==> src/rtl/resource_arbiter_if.sv <==
`default_nettype none
// ============================================================================
// resource_arbiter_if
//   Request/grant/data bundle between the pipeline requesters and the arbiter.
//   Revision: 1.0
// ============================================================================
interface resource_arbiter_if #(
  parameter int NUM_REQ = 4,
  parameter int DATA_W  = 32
);
  localparam int c_id_w = (NUM_REQ > 1) ? $clog2(NUM_REQ) : 1;

  logic [NUM_REQ-1:0]        req;
  logic [NUM_REQ*DATA_W-1:0] req_data;
  logic                      flush;
  logic [NUM_REQ-1:0]        grant;
  logic                      grant_valid;
  logic [c_id_w-1:0]         grant_id;
  logic [DATA_W-1:0]         resource_data;
  logic                      resource_valid;

  modport master (
    output req, req_data, flush,
    input  grant, grant_valid, grant_id, resource_data, resource_valid
  );

  modport slave (
    input  req, req_data, flush,
    output grant, grant_valid, grant_id, resource_data, resource_valid
  );
endinterface
`default_nettype wire

==> src/rtl/resource_arbiter.sv <==
`default_nettype none
// ============================================================================
// resource_arbiter
//   Round-robin arbiter with bounded tenure and owner data steering.
//   Revision: 1.0
// ============================================================================
module resource_arbiter #(
  parameter int NUM_REQ  = 4,
  parameter int DATA_W   = 32,
  parameter int MAX_HOLD = 8
) (
  input  wire logic          clk,
  input  wire logic          reset,
  resource_arbiter_if.slave  arb
);
  localparam int            c_id_w     = (NUM_REQ > 1) ? $clog2(NUM_REQ) : 1;
  localparam logic [7:0]    c_max_hold = 8'(MAX_HOLD);

  typedef enum logic [0:0] {
    S_IDLE  = 1'b0,
    S_OWNED = 1'b1
  } state_t;

  state_t               r_state;
  logic [NUM_REQ-1:0]   r_grant;
  logic [c_id_w-1:0]    r_grant_id;
  logic [c_id_w-1:0]    r_last_id;
  logic [7:0]           r_hold_cnt;

  state_t               w_state_nxt;
  logic [NUM_REQ-1:0]   w_grant_nxt;
  logic [c_id_w-1:0]    w_grant_id_nxt;
  logic [c_id_w-1:0]    w_last_id_nxt;
  logic [7:0]           w_hold_cnt_nxt;

  logic [NUM_REQ-1:0]   w_scan_req;
  logic [2*NUM_REQ-1:0] w_scan_dbl;
  logic [c_id_w:0]      w_shamt;
  logic [NUM_REQ-1:0]   w_rot;
  logic                 w_pick_found;
  logic [c_id_w-1:0]    w_pick_id;
  logic [NUM_REQ-1:0]   w_pick_onehot;
  logic                 w_owner_req;
  logic [7:0]           w_hold_inc;
  logic [DATA_W-1:0]    w_res_data;

  // While owned, the owner is masked out so a pick is always a different requester.
  assign w_scan_req    = (r_state == S_OWNED) ? (arb.req & ~r_grant) : arb.req;
  assign w_scan_dbl    = {w_scan_req, w_scan_req};
  assign w_shamt       = {1'b0, r_last_id} + (c_id_w+1)'(1);
  assign w_rot         = NUM_REQ'(w_scan_dbl >> w_shamt);
  assign w_pick_onehot = {{(NUM_REQ-1){1'b0}}, 1'b1} << w_pick_id;
  assign w_owner_req   = |(arb.req & r_grant);
  assign w_hold_inc    = (r_hold_cnt >= c_max_hold) ? c_max_hold : r_hold_cnt + 8'd1;

  // w_rot bit k corresponds to requester (last_id + 1 + k) mod NUM_REQ.
  always_comb begin
    int v_off;
    int v_sum;
    w_pick_found = 1'b0;
    v_off        = 0;
    for (int k = NUM_REQ - 1; k >= 0; k--) begin
      if (w_rot[k]) begin
        w_pick_found = 1'b1;
        v_off        = k;
      end
    end
    v_sum = int'(r_last_id) + 1 + v_off;
    if (v_sum >= NUM_REQ) begin
      v_sum = v_sum - NUM_REQ;
    end
    w_pick_id = c_id_w'(v_sum);
  end

  always_comb begin
    logic v_take;
    logic v_drop;
    w_state_nxt    = r_state;
    w_grant_nxt    = r_grant;
    w_grant_id_nxt = r_grant_id;
    w_last_id_nxt  = r_last_id;
    w_hold_cnt_nxt = r_hold_cnt;
    v_take         = 1'b0;
    v_drop         = 1'b0;

    case (r_state)
      S_OWNED: begin
        if (arb.flush) begin
          v_drop = 1'b1;
        end else if (!w_owner_req) begin
          v_take = w_pick_found;
          v_drop = !w_pick_found;
        end else if ((r_hold_cnt >= c_max_hold) && w_pick_found) begin
          v_take = 1'b1;
        end else begin
          w_hold_cnt_nxt = w_hold_inc;
        end
      end
      default: begin
        v_take = w_pick_found;
      end
    endcase

    if (v_take) begin
      w_state_nxt    = S_OWNED;
      w_grant_nxt    = w_pick_onehot;
      w_grant_id_nxt = w_pick_id;
      w_last_id_nxt  = w_pick_id;
      w_hold_cnt_nxt = 8'd1;
    end else if (v_drop) begin
      w_state_nxt    = S_IDLE;
      w_grant_nxt    = '0;
      w_grant_id_nxt = '0;
      w_hold_cnt_nxt = 8'd0;
    end
  end

  always_ff @(posedge clk) begin
    if (reset) begin
      r_state    <= S_IDLE;
      r_grant    <= '0;
      r_grant_id <= '0;
      r_last_id  <= c_id_w'(NUM_REQ - 1);
      r_hold_cnt <= 8'd0;
    end else begin
      r_state    <= w_state_nxt;
      r_grant    <= w_grant_nxt;
      r_grant_id <= w_grant_id_nxt;
      r_last_id  <= w_last_id_nxt;
      r_hold_cnt <= w_hold_cnt_nxt;
    end
  end

  // One-hot grant steers the owner's slice; all-zero grant yields zero data.
  always_comb begin
    w_res_data = '0;
    for (int i = 0; i < NUM_REQ; i++) begin
      if (r_grant[i]) begin
        w_res_data = arb.req_data[i*DATA_W +: DATA_W];
      end
    end
  end

  assign arb.grant          = r_grant;
  assign arb.grant_valid    = |r_grant;
  assign arb.grant_id       = r_grant_id;
  assign arb.resource_data  = w_res_data;
  assign arb.resource_valid = |(r_grant & arb.req);

endmodule
`default_nettype wire
==> src/flat_wrapper.sv <==
// flat-port wrapper written by rule: the top's interface ports become plain ports
module resource_arbiter_flat 
#(
  parameter int NUM_REQ  = 4,
  parameter int DATA_W   = 32,
  parameter int MAX_HOLD = 8
)
  (clk, reset, arb_req, arb_req_data, arb_flush, arb_grant, arb_grant_valid, arb_grant_id, arb_resource_data, arb_resource_valid);
  resource_arbiter_if #(.NUM_REQ(NUM_REQ), .DATA_W(DATA_W)) arb_i ();
  input  wire logic clk;
  input  wire logic reset;
  input wire logic [$bits(arb_i.req)-1:0] arb_req;
  input wire logic [$bits(arb_i.req_data)-1:0] arb_req_data;
  input wire logic [$bits(arb_i.flush)-1:0] arb_flush;
  output wire logic [$bits(arb_i.grant)-1:0] arb_grant;
  output wire logic [$bits(arb_i.grant_valid)-1:0] arb_grant_valid;
  output wire logic [$bits(arb_i.grant_id)-1:0] arb_grant_id;
  output wire logic [$bits(arb_i.resource_data)-1:0] arb_resource_data;
  output wire logic [$bits(arb_i.resource_valid)-1:0] arb_resource_valid;
  assign arb_i.req = arb_req;
  assign arb_i.req_data = arb_req_data;
  assign arb_i.flush = arb_flush;
  assign arb_grant = arb_i.grant;
  assign arb_grant_valid = arb_i.grant_valid;
  assign arb_grant_id = arb_i.grant_id;
  assign arb_resource_data = arb_i.resource_data;
  assign arb_resource_valid = arb_i.resource_valid;
  resource_arbiter #(.NUM_REQ(NUM_REQ), .DATA_W(DATA_W), .MAX_HOLD(MAX_HOLD)) u_core (.clk(clk), .reset(reset), .arb(arb_i));
endmodule
==> config.mk <==
export PLATFORM = sky130hd
export DESIGN_NAME = resource_arbiter_flat
export DESIGN_NICKNAME = d
export VERILOG_FILES = /design/src/rtl/resource_arbiter_if.sv /design/src/rtl/resource_arbiter.sv /design/src/flat_wrapper.sv
export SDC_FILE = /design/constraint.sdc
export NUM_CORES = 1
export LEC_CHECK = 0
export ABC_CLOCK_PERIOD_IN_PS = 5700
export CORE_ASPECT_RATIO = 0.75
export CORE_MARGIN = 2
export CORE_UTILIZATION = 34
export CTS_BUF_LIST = sky130_fd_sc_hd__clkbuf_4 sky130_fd_sc_hd__clkbuf_8
export CTS_CLUSTER_SIZE = 24
export DETAILED_ROUTE_END_ITERATION = 10
export GPL_TIMING_DRIVEN = 0
export PLACE_DENSITY = 0.88
export SLEW_MARGIN = 40
export SYNTH_ARGS = -nofsm -noshare
export SYNTH_HDL_FRONTEND = slang
export SYNTH_SLANG_ARGS = --single-unit
==> constraint.sdc <==
create_clock -name clk -period 5.7 [get_ports clk]
set_input_delay 1.14 -clock clk [delete_from_list [all_inputs] [get_ports clk]]
set_output_delay 1.14 -clock clk [all_outputs]
set_load 0.03 [all_outputs]
After elaboration in Yosys (flattened, before gate mapping). Index checks and enable logic that the tools add are counted. W data, S select, Z words.

Flip-flop bits (word level): 17. Bits in latches: 0. RAM bits: 0. Memory bits (read-only): 0. Input port bits: 135. Word-level logic and storage cells: 66. Memories kept: 0.

Add/subtract/negate cells: 5. Multipliers: 0. Divide/modulo/power cells: 0. $lt $le $gt $ge: 2. Equal/unequal tests: 2. Shift-type cells: 2. Multiplexer cells: 34. Bitwise gates (word level): 5. Reduce and logical (&&, ||, !) cells: 10.

Operator list (number): $mux W32 (4); $ge A32 B4 Y1 const B (1); $mux W1 (19); $mux W2 (7); $mux W4 (3); $add A8 B1 Y8 const B (1); $and A4 B4 Y4 (2); $ge A8 B4 Y1 const B (1); $mux W8 (1); $reduce_and A4 Y1 (2); $reduce_or A4 Y1 (2); $shr A8 B3 Y4 (1); $add A2 B1 Y3 const B (2); $reduce_bool A3 Y1 (2); $add A3 B2 Y4 (1); $not A4 Y4 (1); $shl A1 B2 Y4 const A (1); $ne A3 B1 Y1 const B (1); $ne A3 B3 Y1 const B (1); $reduce_or A3 Y1 (1); $not A1 Y1 (2); $reduce_bool A2 Y1 (1); $sub A2 B1 Y2 const B (1); $logic_and A1 B1 Y1 (1); $logic_not A1 Y1 (1).

Longest topological paths before layout.
Depth in word-level cells: 15. Gate-level depth with buffers: 11.

Worst setup path after synthesis. OpenSTA, ideal clock, no wires.

Path type: reg2out. Start point: reg u_core.r_grant[0], in the netlist u_core.arb.grant[0]. End point: out arb_resource_data[1]. Data arrival time: 2098 ps. Data required time: 4560 ps. Path slack: 2462 ps. Cell stages (with the launch flop): 8. Path through: dfxtp_1 -> nor2b_1 -> clkbuf_1 -> clkbuf_1 -> a22oi_1 -> nor2_1 -> a21oi_1 -> o21ai_0.

Cells in the longest elaborated chain, start to end: 4.

RTL lines: start, declared (RTL line resource_arbiter.sv:25) `logic [NUM_REQ-1:0] r_grant;`; start signal, assigned (RTL line resource_arbiter.sv:127) `r_grant <= w_grant_nxt;`; $mux W32 (4 in a row) (RTL line resource_arbiter.sv:138) `if (r_grant[i]) begin`; end, declared (RTL line flat_wrapper.sv:18) `output wire logic [$bits(arb_i.resource_data)-1:0] arb_resource_data;`.

Every way passes these cells.

Worst setup path in the final report.
Start point: in arb_req_data[40]. End point: out arb_resource_data[8].

Cells in the longest elaborated chain, start to end: 3.

RTL lines: start, declared (RTL line flat_wrapper.sv:13) `input wire logic [$bits(arb_i.req_data)-1:0] arb_req_data;`; $mux W32 (3 in a row) (RTL line resource_arbiter.sv:138).

Every way passes these cells.

==> flow_summary.toml <==
[run_status]
status = "finished clean"

[cts]
ctsHoldBuffers = 0
clockRootBuffer = "clkbuf_8"
cts_tree = "built"
clk_path_buf_depth = 2
post-cts-setup-buffer-count = 0
numClockSinks = 17
cts_buffers = 3
path_clk_slew_ps = 60
post_cts_resized = 0
cts.htree.levels = 1
insertion_delay_ps = 250

[sta]
relSlewSlack = 0.652
period_share = 0.691
hold_violations = 0
max_slew.worst_pin.slew_ps = 522
setup_ws_ps = 1760
skew_ps = 1.29
fin_crit_ps = 3940
setup_tns_ps = 0
rsz0062_at_grt = "false"
setup_viol = 0
slew_viol_final = 0
fmax_ghz = 0.254
whs_ps = 459

[synth]
yosys.area.top_type_share = 0.180
yosys_register_bits = 17
netlist_area_sq_um = 1890
syn_inst = 288
ys_seq_area_frac = 0.180
ys_top_cells_by_area = "dfxtp_1 (18%), a22oi_1 (13%), a21oi_1 (9.2%)"
avgSynthCellArea_sq_um = 6.58
synth_top_family_by_area = "compound AO/OA/AOI/OAI gates"
yosysUniqueCellTypes = 44
synth_xor_area_frac = 0.0238
synth_flop_cell = "dfxtp_1"
yosysMostFrequentCell = "nand2_1"
synthSimpleGateAreaFrac = 0.226
syn_nets = 426
synth_edf_count = 0
synth_fa_ha_area_frac = 0.0271
yosys-top-cells-count = "nand2_1 (42), nor2_1 (41), a21oi_1 (35)"
synth-compound-area-share = 0.441
synthArstFlopShare = 0
synthMuxAreaShare = 0.0304
synth_area_leader_cell = "dfxtp_1"
yosysWarnings = 0

[floorplan]
die_area_sq_um = 6190
die_height_um = 68.6
io_pins = 175
core-area_sq_um = 5350
die_w_um = 90.2
rows = 23
start_util = 0.354

[final_layout]
syn2layout_area_growth_pct = 99.5
nets = 605
stdcell_area_sq_um = 3780
drive_above_1_share = 0.0408
register_area_sq_um = 340
diodes = 0
fin_cells = 541
multi_input_area_sq_um = 1420
fillers = 442

[placement]
port_buffers = 174
place_congestion = 0.809
placed_area_sq_um = 3730
post-place-ws_ps = 1750
dp_hpwl_mm = 6.87
dp_cells = 537

[route]
drt_pass1_iterations = 5
wl_per_cell_um = 15.5
vias = 2837
drc = 0
drtAntennaViolNets = 0
drt-vias-per-instance = 5.24
drt_iter0_markers = 167
wl_mm = 8.41

[setup_path]
end_kind = "primary output"
cpPeakStageDelay_ps = 710
worstSetupPathType = "input pin to primary output"
required_ps = 4560
crit_slowest_cell = "clkdlybuf4s50_1"
crit_chain = "clkdlybuf4s50_1 -> a22oi_1 -> nor2_1 -> a21oi_1 -> o21ai_0 -> clkdlybuf4s50_1"
critPathBufInv = 2
worstPathMaxFanout = 1
arrival_ps = 2800
cp_top_family = "buffers and inverters"
startpoint_type = "input pin"
crit_top_cell = "clkdlybuf4s50_1"

[global_routing]
grt_pass1_wl_mm = 12.3
grt_overflow_total = 0
grt_pass1_vias = 2546
grt_max_degree = 11
antenna_found_initial = 0
grtUsageTotal = 0.244

[worst_hold_path]
hp-class = "flop to flop"

[pwr]
peakVddDrop_v = 0.000194
p_leak_nw = 1.40
power.density_nw_per_um2 = 311

[run]
maxCapViolations = 0
-- per-stage QoR --
step	power, mW	util
finish	1.17	0.706
global route	1.25	0.706
CTS	1.17	0.706
detailed placement	1.08	0.697
global placement	1.06	0.697
floorplan	0.710	-
-- kinds of logic after synthesis --
logic type | Yosys count
mux | 5
flops | 17
compound gates | 127
buf+inv | 33
fa+ha+maj | 4
simple gates | 99
xor+xnor | 3
-- cell usage in the layout, fill, tap and decap left out, types with 8 or more instances in the layout --
cell type,Yosys,routed
dfxtp_1,17,17
nor2_1,41,41
clkbuf_1,22,22
a21oi_1,35,35
clkdlybuf4s50_1,0,174
inv_1,8,8
a22oi_1,34,34
nand2_1,42,42
o21ai_0,33,33
-- worst reg2reg max path: stages (launching register included) --
cell and delay, ps:
dfxtp_1 500, a21boi_1 140, mux2i_1 370, nand2_1 90
nand2_1 90, o21ai_0 80, a32o_1 220, ha_1 190
xor2_1 330, xnor2_4 150, o41ai_1 350
-- sequential cells by signal, indices dropped and copies added (netlist names) --
| register | count |
|---|---|
| u_core.r_last_id | 2 |
| u_core.r_state | 1 |
| u_core.arb.grant_id | 2 |
| u_core.arb.grant | 4 |
| u_core.r_hold_cnt | 8 |
-- power by group --
group / leakage [nW] / total (mW) / switching [mW] / internal [mW]
clock: 0.0262 / 0.0939 / 0.0396 / 0.0543
sequential: 0.139 / 0.158 / 0.0190 / 0.139
combinational: 1.23 / 0.923 / 0.520 / 0.403
total: 1.40 / 1.17 / 0.578 / 0.596
-- routing by layer --
| metal | global-route usage | share of wire | wire, um |
|---|---|---|---|
| met3 | 0.0565 | 0.074 | 622 |
| met2 | 0.448 | 0.50 | 4180 |
| met1 | 0.305 | 0.42 | 3550 |
| met5 | 0 | 0 | 0 |
| met4 | 0.0346 | 0.0073 | 61 |
-- final cells by class --
cell class	count	share of cell area
Timing Repair Buffer	174	0.461
Multi-Input combinational cell	238	0.375
Sequential cell	17	0.0901
Buffer	25	0.0281
Tap cell	75	0.0248
Clock buffer	4	0.0129
Inverter	8	0.00795
-- path summary, 6_finish.rpt --
kind,from,endpoint,slack (ps),cells past startpoint
setup / recovery,arb_req_data[40],arb_resource_data[8],1760,6
hold / removal,u_core.r_hold_cnt[6],u_core.r_hold_cnt[6],460,1
setup reg to reg,u_core.arb.grant[2],u_core.arb.grant[3],3060,10
hold reg to reg,u_core.r_hold_cnt[6],u_core.r_hold_cnt[6],460,1
Power figures use the tool's default switching activity.
